[src/rtl/bti_rom_arb2_pkg.sv]
// bti_rom_arb2_pkg: BTI packet types and arbiter constants shared by the bti_rom_arb2 slice.
package bti_rom_arb2_pkg;
  localparam int BTI_AW = 32;
  localparam int BTI_DW = 32;
  localparam int BTI_TIDW = 4;
  localparam int BTI_ROM_ARB_NREQ = 2;
  localparam int BTI_ROM_ARB_IDW = $clog2(BTI_ROM_ARB_NREQ);
  typedef struct packed {
    logic [BTI_AW-1:0] addr;
    logic [BTI_TIDW-1:0] tid;
  } bti_req_pkt_t;
  typedef struct packed {
    logic [BTI_TIDW-1:0] tid;
    logic [BTI_DW-1:0] data;
    logic ok;
  } bti_rsp_pkt_t;
endpackage

[src/rtl/bti_rom_arb2_if.sv]
// bti_rom_arb2_if: BTI request and response handshake interfaces with master/slave modports.
interface bti_req_if_t;
  import bti_rom_arb2_pkg::*;
  logic vld;
  logic rdy;
  bti_req_pkt_t pkt;
  modport mst(output vld, output pkt, input rdy);
  modport slv(input vld, input pkt, output rdy);
endinterface

interface bti_rsp_if_t;
  import bti_rom_arb2_pkg::*;
  logic vld;
  logic rdy;
  bti_rsp_pkt_t pkt;
  modport mst(output vld, output pkt, input rdy);
  modport slv(input vld, input pkt, output rdy);
endinterface

[src/rtl/bti_rom_arb2_idq.sv]
// bti_rom_arb2_idq: in-order FIFO of 1-bit requester IDs for outstanding downstream requests.
module bti_rom_arb2_idq #(
  parameter int DEPTH = 2,
  parameter int AW = $clog2(DEPTH)
) (
  input  logic clk,
  input  logic rst_n,
  input  logic push,
  input  logic push_id,
  input  logic pop,
  output logic head_id,
  output logic full,
  output logic empty
);
  logic [DEPTH-1:0] q;
  logic [AW-1:0] wr_ptr, rd_ptr;
  logic [AW:0] cnt;
  assign full = cnt == (AW+1)'(DEPTH);
  assign empty = cnt == '0;
  assign head_id = q[rd_ptr];
  // DEPTH is a power of two, so the pointers wrap for free
  always_ff @(posedge clk or negedge rst_n) begin
    if (!rst_n) begin
      q <= '0;
      wr_ptr <= '0;
      rd_ptr <= '0;
      cnt <= '0;
    end else begin
      if (push) begin
        q[wr_ptr] <= push_id;
        wr_ptr <= wr_ptr + 1'b1;
      end
      if (pop) rd_ptr <= rd_ptr + 1'b1;
      cnt <= cnt + (AW+1)'(push) - (AW+1)'(pop);
    end
  end
endmodule

[src/rtl/bti_rom_arb2.sv]
// bti_rom_arb2: two-port BTI arbiter sharing one bti_rom, with in-order response steering.
// Define BTI_ROM_ARB_FIXED_PRIO_EN to give port 0 fixed priority instead of round-robin.
module bti_rom_arb2
  import bti_rom_arb2_pkg::*;
#(
  parameter int OST_DEPTH = 2,
  parameter int OST_AW = $clog2(OST_DEPTH)
) (
  input logic clk,
  input logic rst_n,
  bti_req_if_t.slv req0_slv,
  bti_rsp_if_t.mst rsp0_mst,
  bti_req_if_t.slv req1_slv,
  bti_rsp_if_t.mst rsp1_mst,
  bti_req_if_t.mst rom_req_mst,
  bti_rsp_if_t.slv rom_rsp_slv
);
  logic gnt, lock, lock_id, full, empty, head_id, push, pop;
`ifdef BTI_ROM_ARB_FIXED_PRIO_EN
  always_comb gnt = lock ? lock_id : (!req0_slv.vld & req1_slv.vld);
`else
  logic rr_ptr;
  always_comb gnt = lock ? lock_id : (req0_slv.vld & req1_slv.vld) ? rr_ptr : req1_slv.vld;
`endif
  assign rom_req_mst.vld = (gnt ? req1_slv.vld : req0_slv.vld) & !full;
  assign rom_req_mst.pkt = gnt ? req1_slv.pkt : req0_slv.pkt;
  assign req0_slv.rdy = !gnt & req0_slv.vld & rom_req_mst.rdy & !full;
  assign req1_slv.rdy = gnt & req1_slv.vld & rom_req_mst.rdy & !full;
  assign push = rom_req_mst.vld & rom_req_mst.rdy;
  assign rsp0_mst.vld = rom_rsp_slv.vld & !empty & !head_id;
  assign rsp1_mst.vld = rom_rsp_slv.vld & !empty & head_id;
  assign rsp0_mst.pkt = rom_rsp_slv.pkt;
  assign rsp1_mst.pkt = rom_rsp_slv.pkt;
  assign rom_rsp_slv.rdy = !empty & (head_id ? rsp1_mst.rdy : rsp0_mst.rdy);
  assign pop = rom_rsp_slv.vld & rom_rsp_slv.rdy;
  // a presented but stalled request pins the grant so vld/pkt stay stable
  always_ff @(posedge clk or negedge rst_n) begin
    if (!rst_n) begin
      lock <= 1'b0;
      lock_id <= 1'b0;
`ifndef BTI_ROM_ARB_FIXED_PRIO_EN
      rr_ptr <= 1'b0;
`endif
    end else if (push) begin
      lock <= 1'b0;
`ifndef BTI_ROM_ARB_FIXED_PRIO_EN
      rr_ptr <= ~gnt;
`endif
    end else if (rom_req_mst.vld) begin
      lock <= 1'b1;
      lock_id <= gnt;
    end
  end
  bti_rom_arb2_idq #(.DEPTH(OST_DEPTH), .AW(OST_AW)) u_idq (
    .clk(clk), .rst_n(rst_n), .push(push), .push_id(gnt), .pop(pop),
    .head_id(head_id), .full(full), .empty(empty)
  );
  a_no_rsp_when_empty: assert property (@(posedge clk) disable iff (!rst_n) !(rom_rsp_slv.vld && empty));
endmodule

[src/flat_wrapper.sv]
// flat-port wrapper written by rule: the top's interface ports become plain ports
module bti_rom_arb2_flat import bti_rom_arb2_pkg::*;
#(
  parameter int OST_DEPTH = 2,
  parameter int OST_AW = $clog2(OST_DEPTH)
)
  (clk, rst_n, req0_slv_vld, req0_slv_pkt, req0_slv_rdy, rsp0_mst_vld, rsp0_mst_pkt, rsp0_mst_rdy, req1_slv_vld, req1_slv_pkt, req1_slv_rdy, rsp1_mst_vld, rsp1_mst_pkt, rsp1_mst_rdy, rom_req_mst_vld, rom_req_mst_pkt, rom_req_mst_rdy, rom_rsp_slv_vld, rom_rsp_slv_pkt, rom_rsp_slv_rdy);
  bti_req_if_t req0_slv_i ();
  bti_rsp_if_t rsp0_mst_i ();
  bti_req_if_t req1_slv_i ();
  bti_rsp_if_t rsp1_mst_i ();
  bti_req_if_t rom_req_mst_i ();
  bti_rsp_if_t rom_rsp_slv_i ();
  input logic clk;
  input logic rst_n;
  input wire logic [$bits(req0_slv_i.vld)-1:0] req0_slv_vld;
  input wire logic [$bits(req0_slv_i.pkt)-1:0] req0_slv_pkt;
  output wire logic [$bits(req0_slv_i.rdy)-1:0] req0_slv_rdy;
  output wire logic [$bits(rsp0_mst_i.vld)-1:0] rsp0_mst_vld;
  output wire logic [$bits(rsp0_mst_i.pkt)-1:0] rsp0_mst_pkt;
  input wire logic [$bits(rsp0_mst_i.rdy)-1:0] rsp0_mst_rdy;
  input wire logic [$bits(req1_slv_i.vld)-1:0] req1_slv_vld;
  input wire logic [$bits(req1_slv_i.pkt)-1:0] req1_slv_pkt;
  output wire logic [$bits(req1_slv_i.rdy)-1:0] req1_slv_rdy;
  output wire logic [$bits(rsp1_mst_i.vld)-1:0] rsp1_mst_vld;
  output wire logic [$bits(rsp1_mst_i.pkt)-1:0] rsp1_mst_pkt;
  input wire logic [$bits(rsp1_mst_i.rdy)-1:0] rsp1_mst_rdy;
  output wire logic [$bits(rom_req_mst_i.vld)-1:0] rom_req_mst_vld;
  output wire logic [$bits(rom_req_mst_i.pkt)-1:0] rom_req_mst_pkt;
  input wire logic [$bits(rom_req_mst_i.rdy)-1:0] rom_req_mst_rdy;
  input wire logic [$bits(rom_rsp_slv_i.vld)-1:0] rom_rsp_slv_vld;
  input wire logic [$bits(rom_rsp_slv_i.pkt)-1:0] rom_rsp_slv_pkt;
  output wire logic [$bits(rom_rsp_slv_i.rdy)-1:0] rom_rsp_slv_rdy;
  assign req0_slv_i.vld = req0_slv_vld;
  assign req0_slv_i.pkt = req0_slv_pkt;
  assign req0_slv_rdy = req0_slv_i.rdy;
  assign rsp0_mst_vld = rsp0_mst_i.vld;
  assign rsp0_mst_pkt = rsp0_mst_i.pkt;
  assign rsp0_mst_i.rdy = rsp0_mst_rdy;
  assign req1_slv_i.vld = req1_slv_vld;
  assign req1_slv_i.pkt = req1_slv_pkt;
  assign req1_slv_rdy = req1_slv_i.rdy;
  assign rsp1_mst_vld = rsp1_mst_i.vld;
  assign rsp1_mst_pkt = rsp1_mst_i.pkt;
  assign rsp1_mst_i.rdy = rsp1_mst_rdy;
  assign rom_req_mst_vld = rom_req_mst_i.vld;
  assign rom_req_mst_pkt = rom_req_mst_i.pkt;
  assign rom_req_mst_i.rdy = rom_req_mst_rdy;
  assign rom_rsp_slv_i.vld = rom_rsp_slv_vld;
  assign rom_rsp_slv_i.pkt = rom_rsp_slv_pkt;
  assign rom_rsp_slv_rdy = rom_rsp_slv_i.rdy;
  bti_rom_arb2 #(.OST_DEPTH(OST_DEPTH), .OST_AW(OST_AW)) u_core (.clk(clk), .rst_n(rst_n), .req0_slv(req0_slv_i), .rsp0_mst(rsp0_mst_i), .req1_slv(req1_slv_i), .rsp1_mst(rsp1_mst_i), .rom_req_mst(rom_req_mst_i), .rom_rsp_slv(rom_rsp_slv_i));
endmodule
[config.mk]
export PLATFORM = sky130hd
export DESIGN_NAME = bti_rom_arb2_flat
export DESIGN_NICKNAME = d
export VERILOG_FILES = /design/src/rtl/bti_rom_arb2_pkg.sv /design/src/rtl/bti_rom_arb2_if.sv /design/src/rtl/bti_rom_arb2_idq.sv /design/src/rtl/bti_rom_arb2.sv /design/src/flat_wrapper.sv
export SDC_FILE = /design/constraint.sdc
export NUM_CORES = 1
export LEC_CHECK = 0
export ABC_AREA = 0
export CAP_MARGIN = 20
export CORE_AREA = 2 2 91 93
export DETAILED_ROUTE_END_ITERATION = 7
export DIE_AREA = 0 0 93 95
export PLACE_DENSITY_LB_ADDON = 0.05
export SYNTH_ARGS = -nofsm -noshare
export SYNTH_HDL_FRONTEND = slang
export SYNTH_SLANG_ARGS = --single-unit
[constraint.sdc]
create_clock -name clk -period 3.18 [get_ports clk]
set_input_delay 0.636 -clock clk [delete_from_list [all_inputs] [get_ports clk]]
set_output_delay 0.636 -clock clk [all_outputs]
set_load 0.05 [all_outputs]
==> results.txt <==
----------------------------------------------------
[Run status]
  Result of the run ... completed

[Critical path]
  Worst Setup Path Type ... input port to output port
  R2R Setup Slk ... 1190 ps
  Critical path data required time ... 2540 ps
  Reg-to-reg startpoint ... u_core.u_idq.rd_ptr
  Arrival time at the worst endpoint ... 2390 ps
  Worst r2r path cells ... 8
  Setup crit start kind ... input port
  Endpoint of the lowest-slack register-to-register path ... u_core.u_idq.cnt[1]
  CP Capture Type ... output port
  Worst-path maximum fanout ... 22

[Hold path]
  Start point of the worst hold path ... u_core.u_idq.rd_ptr
  Terminating pin of the worst hold path ... u_core.u_idq.rd_ptr
  Min-Delay Path Depth ... 1
  Worst hold path class ... register to register

[Finish]
  Share of post-route cells with drive strength above 1 ... 39.5%
  Final layout net count ... 335
  Number of antenna diodes ... 0
  Growth of design area from synthesis to finish ... 50.8%
  Number of filler instances in the final layout ... 824

[Floorplanning]
  Core Rows ... 33
  Die Height ... 95 µm
  Number of top-level pins ... 233
  Die width ... 93 µm
  Area of the placeable core ... 7930 µm²
  Starting Density ... 19.2%
  Die outline area ... 8840 µm²

[CTS]
  Number of setup buffers added after CTS ... 0
  Total clock buffers created by CTS ... 3
  Clk Latency, worst-skew pair ... 230 ps
  TritonCTS clock tree ... done
  Clock tree root buffer cell ... sky130_fd_sc_hd__clkbuf_8
  Maximum clock path buffer count ... 2
  Total number of H-tree levels ... 1
  Clock input transition at the sequential cells of the worst setup and hold paths ... 50 ps
  Number of hold buffers added after cts ... 0
  Number of resized instances in the post-cts repair step ... 0
  Number of clock sinks ... 9

[Run]
  Max-Cap Viols ... 0

[Placed design]
  Gpl congestion ... 0.826
  Post-placement setup slack ... 152 ps
  Hpwl dp ... 4220 µm
  Number of buffers inserted by port buffering ... 121

[Timing]
  Post-layout minimum cycle time ... 3030 ps
  Final hold violations ... 0
  Max Clk Rate ... 330 MHz
  Total negative slack for setup checks ... 0 ps
  Period utilization ... 95.2%
  Unrepaired setup endpoints after global routing ... no
  Transition time at the pin with the least slew margin ... 492 ps
  Max Slew Vio Count ... 0
  Max Clock Skew ... 0.209 ps
  Relative slew margins ... 67.1%
  Final setup viols ... 0
  Post-layout worst setup margin ... 152 ps

[Pwr]
  VDD IR max ... 329 µV
  Total leakage power ... 0.000950 µW
  Fraction of power spent switching nets ... 54.6%
  Combinational fraction of design power ... 82.3%
  Power, Total ... 2060 µW
  Cell-internal power ... 937 µW
  Fraction of power consumed by the clock network ... 6.4%
  Sw power ... 1130 µW
  Power density normalized to cell area ... 897 nW/µm²
  Flop pwr share ... 11.3%

[Synthesis]
  Seq/Total Area, Yosys ... 14.8%
  Main area contributors after synthesis ... sky130_fd_sc_hd__buf_4, sky130_fd_sc_hd__mux2_2, sky130_fd_sc_hd__dfrtp_1
  Number of library cell types mapped by synthesis ... 26
  Synthesized-area fraction occupied by adder cells ... 1.64%
  Post-synth top area cell ... sky130_fd_sc_hd__buf_4
  Post-Synthesis Mean Instance Area ... 9.19 µm²
  Cell area after synthesis ... 1530 µm²
  Post-synth top flop ... sky130_fd_sc_hd__dfrtp_1
  Share of the synthesized area in compound gates (AO/OA/AOI/OAI) ... 5.66%
  Most instantiated cells after synthesis ... sky130_fd_sc_hd__buf_4, sky130_fd_sc_hd__mux2_2, sky130_fd_sc_hd__dfrtp_1, sky130_fd_sc_hd__nor2_1, sky130_fd_sc_hd__mux2_1
  Post-synth ARST share ... 100%
  Area share of the leading cell type in the synthesized netlist ... 37.9%
  Post-synth EDFFs ... 0
  Synth Area in XOR/XNOR ... 2.30%
  Combinational family with the most area after synthesis ... buffers and inverters
  Count of synthesis-stage warnings from yosys ... 0
  Mapped Cells ... 166
  Post-Synth Simple-Gate Area ... 5.58%
  Number of synthesized register bits ... 9
  Dominant cell by count in the synthesized netlist ... sky130_fd_sc_hd__buf_4
  Net Count, Synth ... 285
  Share of cell area taken by muxes after synthesis ... 30.8%

[Detailed routing]
  DRC viols ... 0
  Iter 0 DRT Violations ... 14
  DRT Pass-1 Iters ... 4
  DR vias/cell ... 3.95
  Average wire per standard cell ... 15.6 µm
  Vias after detailed routing ... 1265
  Post-DRT Antenna Nets ... 0
  Final Routed Wirelength ... 5000 µm

[Global route]
  Wire length of the first global-routing pass ... 6960 µm
  Number of antenna violations at the first check in global routing ... 0
  Maximum number of pins on one net before global-route repair ... 23
  Total congestion overflow after global routing ... 0
  Vias in the first global route ... 1271
  GRT Total Usage ... 9.97%

----------------------------------------------------
[cells by family after synthesis]
kind of cell,Yosys count
xor+xnor,4
fa+ha+maj,2
compound gates,10
mux,41
buf+inv,82
simple gates,18
flops,9
[through the flow]
stage / hold slack [ps] / util, % / instances / cell area (µm²)
after floorplan: 340 / - / 166 / 1530
after global placement: 485 / 28.4 / 316 / 2250
after detailed placement: 494 / 28.4 / 316 / 2250
after CTS: 500 / 29.0 / 320 / 2300
after global routing: 524 / 29.0 / 320 / 2300
final: 496 / 29.0 / 320 / 2300
[per-layer routing]
| layer | up-vias | share of wire, % | global-route usage (%) |
|---|---|---|---|
| met3 | 16 | 13 | 4.07 |
| met4 | 0 | 1.7 | 3.31 |
| met1 | 558 | 37 | 11.9 |
| met5 | - | 0 | 0 |
| li1 | 575 | - | - |
| met2 | 116 | 48 | 16.3 |
[power groups by stage]
stage          sequential [µW]  clock [µW]  combinational (µW)
6_report                   234         132                1700
3_5_place_dp               233           0                1710
4_1_cts                    233         136                1720
5_1_grt                    243         146                1790
3_3_place_gp               231           0                1700
2_1_floorplan              215           0                1450
[worst max path at each step]
stage,from,end,slack (ps),cells past startpoint
after floorplan,req0_slv_vld,req1_slv_rdy,640,5
after global placement,req0_slv_vld,rom_req_mst_pkt[35],200,7
after detailed placement,req1_slv_vld,rom_req_mst_pkt[35],150,6
after CTS,req1_slv_vld,rom_req_mst_pkt[35],150,6
after global routing,req1_slv_vld,rom_req_mst_pkt[18],50,6
final,req1_slv_vld,rom_req_mst_pkt[35],150,6
[sequential cells by signal, summed over array words and instances (netlist names)]
register             count
u_core.lock_id           1
u_core.rr_ptr            1
u_core.u_idq.q           2
u_core.u_idq.cnt         2
u_core.u_idq.rd_ptr      1
u_core.u_idq.wr_ptr      1
u_core.lock              1
[layout by cell type, fill, tap and decap left out, types with 2 or more instances in the layout]
| cell type | synthesis | layout |
|---|---|---|
| sky130_fd_sc_hd__xnor2_1 | 3 | 3 |
| sky130_fd_sc_hd__ha_1 | 2 | 2 |
| sky130_fd_sc_hd__o21ai_0 | 3 | 3 |
| sky130_fd_sc_hd__mux2_2 | 30 | 30 |
| sky130_fd_sc_hd__clkdlybuf4s50_1 | 0 | 80 |
| sky130_fd_sc_hd__clkbuf_8 | 0 | 3 |
| sky130_fd_sc_hd__nor2_1 | 7 | 7 |
| sky130_fd_sc_hd__buf_4 | 77 | 39 |
| sky130_fd_sc_hd__buf_12 | 0 | 4 |
| sky130_fd_sc_hd__nand2_1 | 3 | 3 |
| sky130_fd_sc_hd__inv_1 | 4 | 4 |
| sky130_fd_sc_hd__mux2i_1 | 2 | 2 |
| sky130_fd_sc_hd__mux2_1 | 6 | 6 |
| sky130_fd_sc_hd__nor2b_1 | 2 | 2 |
| sky130_fd_sc_hd__dfrtp_1 | 9 | 9 |
| sky130_fd_sc_hd__mux2_4 | 3 | 3 |
| sky130_fd_sc_hd__nand3_1 | 2 | 2 |
| sky130_fd_sc_hd__nor2_2 | 2 | 2 |
[final cells by class]
cell class	instances	area (µm²)	area share [%]
Clock buffer	4	45.0	1.96
Inverter	4	15.0	0.653
Multi-Input combinational cell	75	709	30.8
Sequential cell	9	225	9.79
Tap cell	105	131	5.71
Timing Repair Buffer	123	1170	51.0
[worst max-delay path, stage by stage]
cell and delay (ps):
sky130_fd_sc_hd__clkdlybuf4s50_1 530, sky130_fd_sc_hd__o21ai_1 140, sky130_fd_sc_hd__o21ai_4 300, sky130_fd_sc_hd__buf_12 220, sky130_fd_sc_hd__mux2_2 370, sky130_fd_sc_hd__buf_4 190
(Power assumes the default switching activity.)
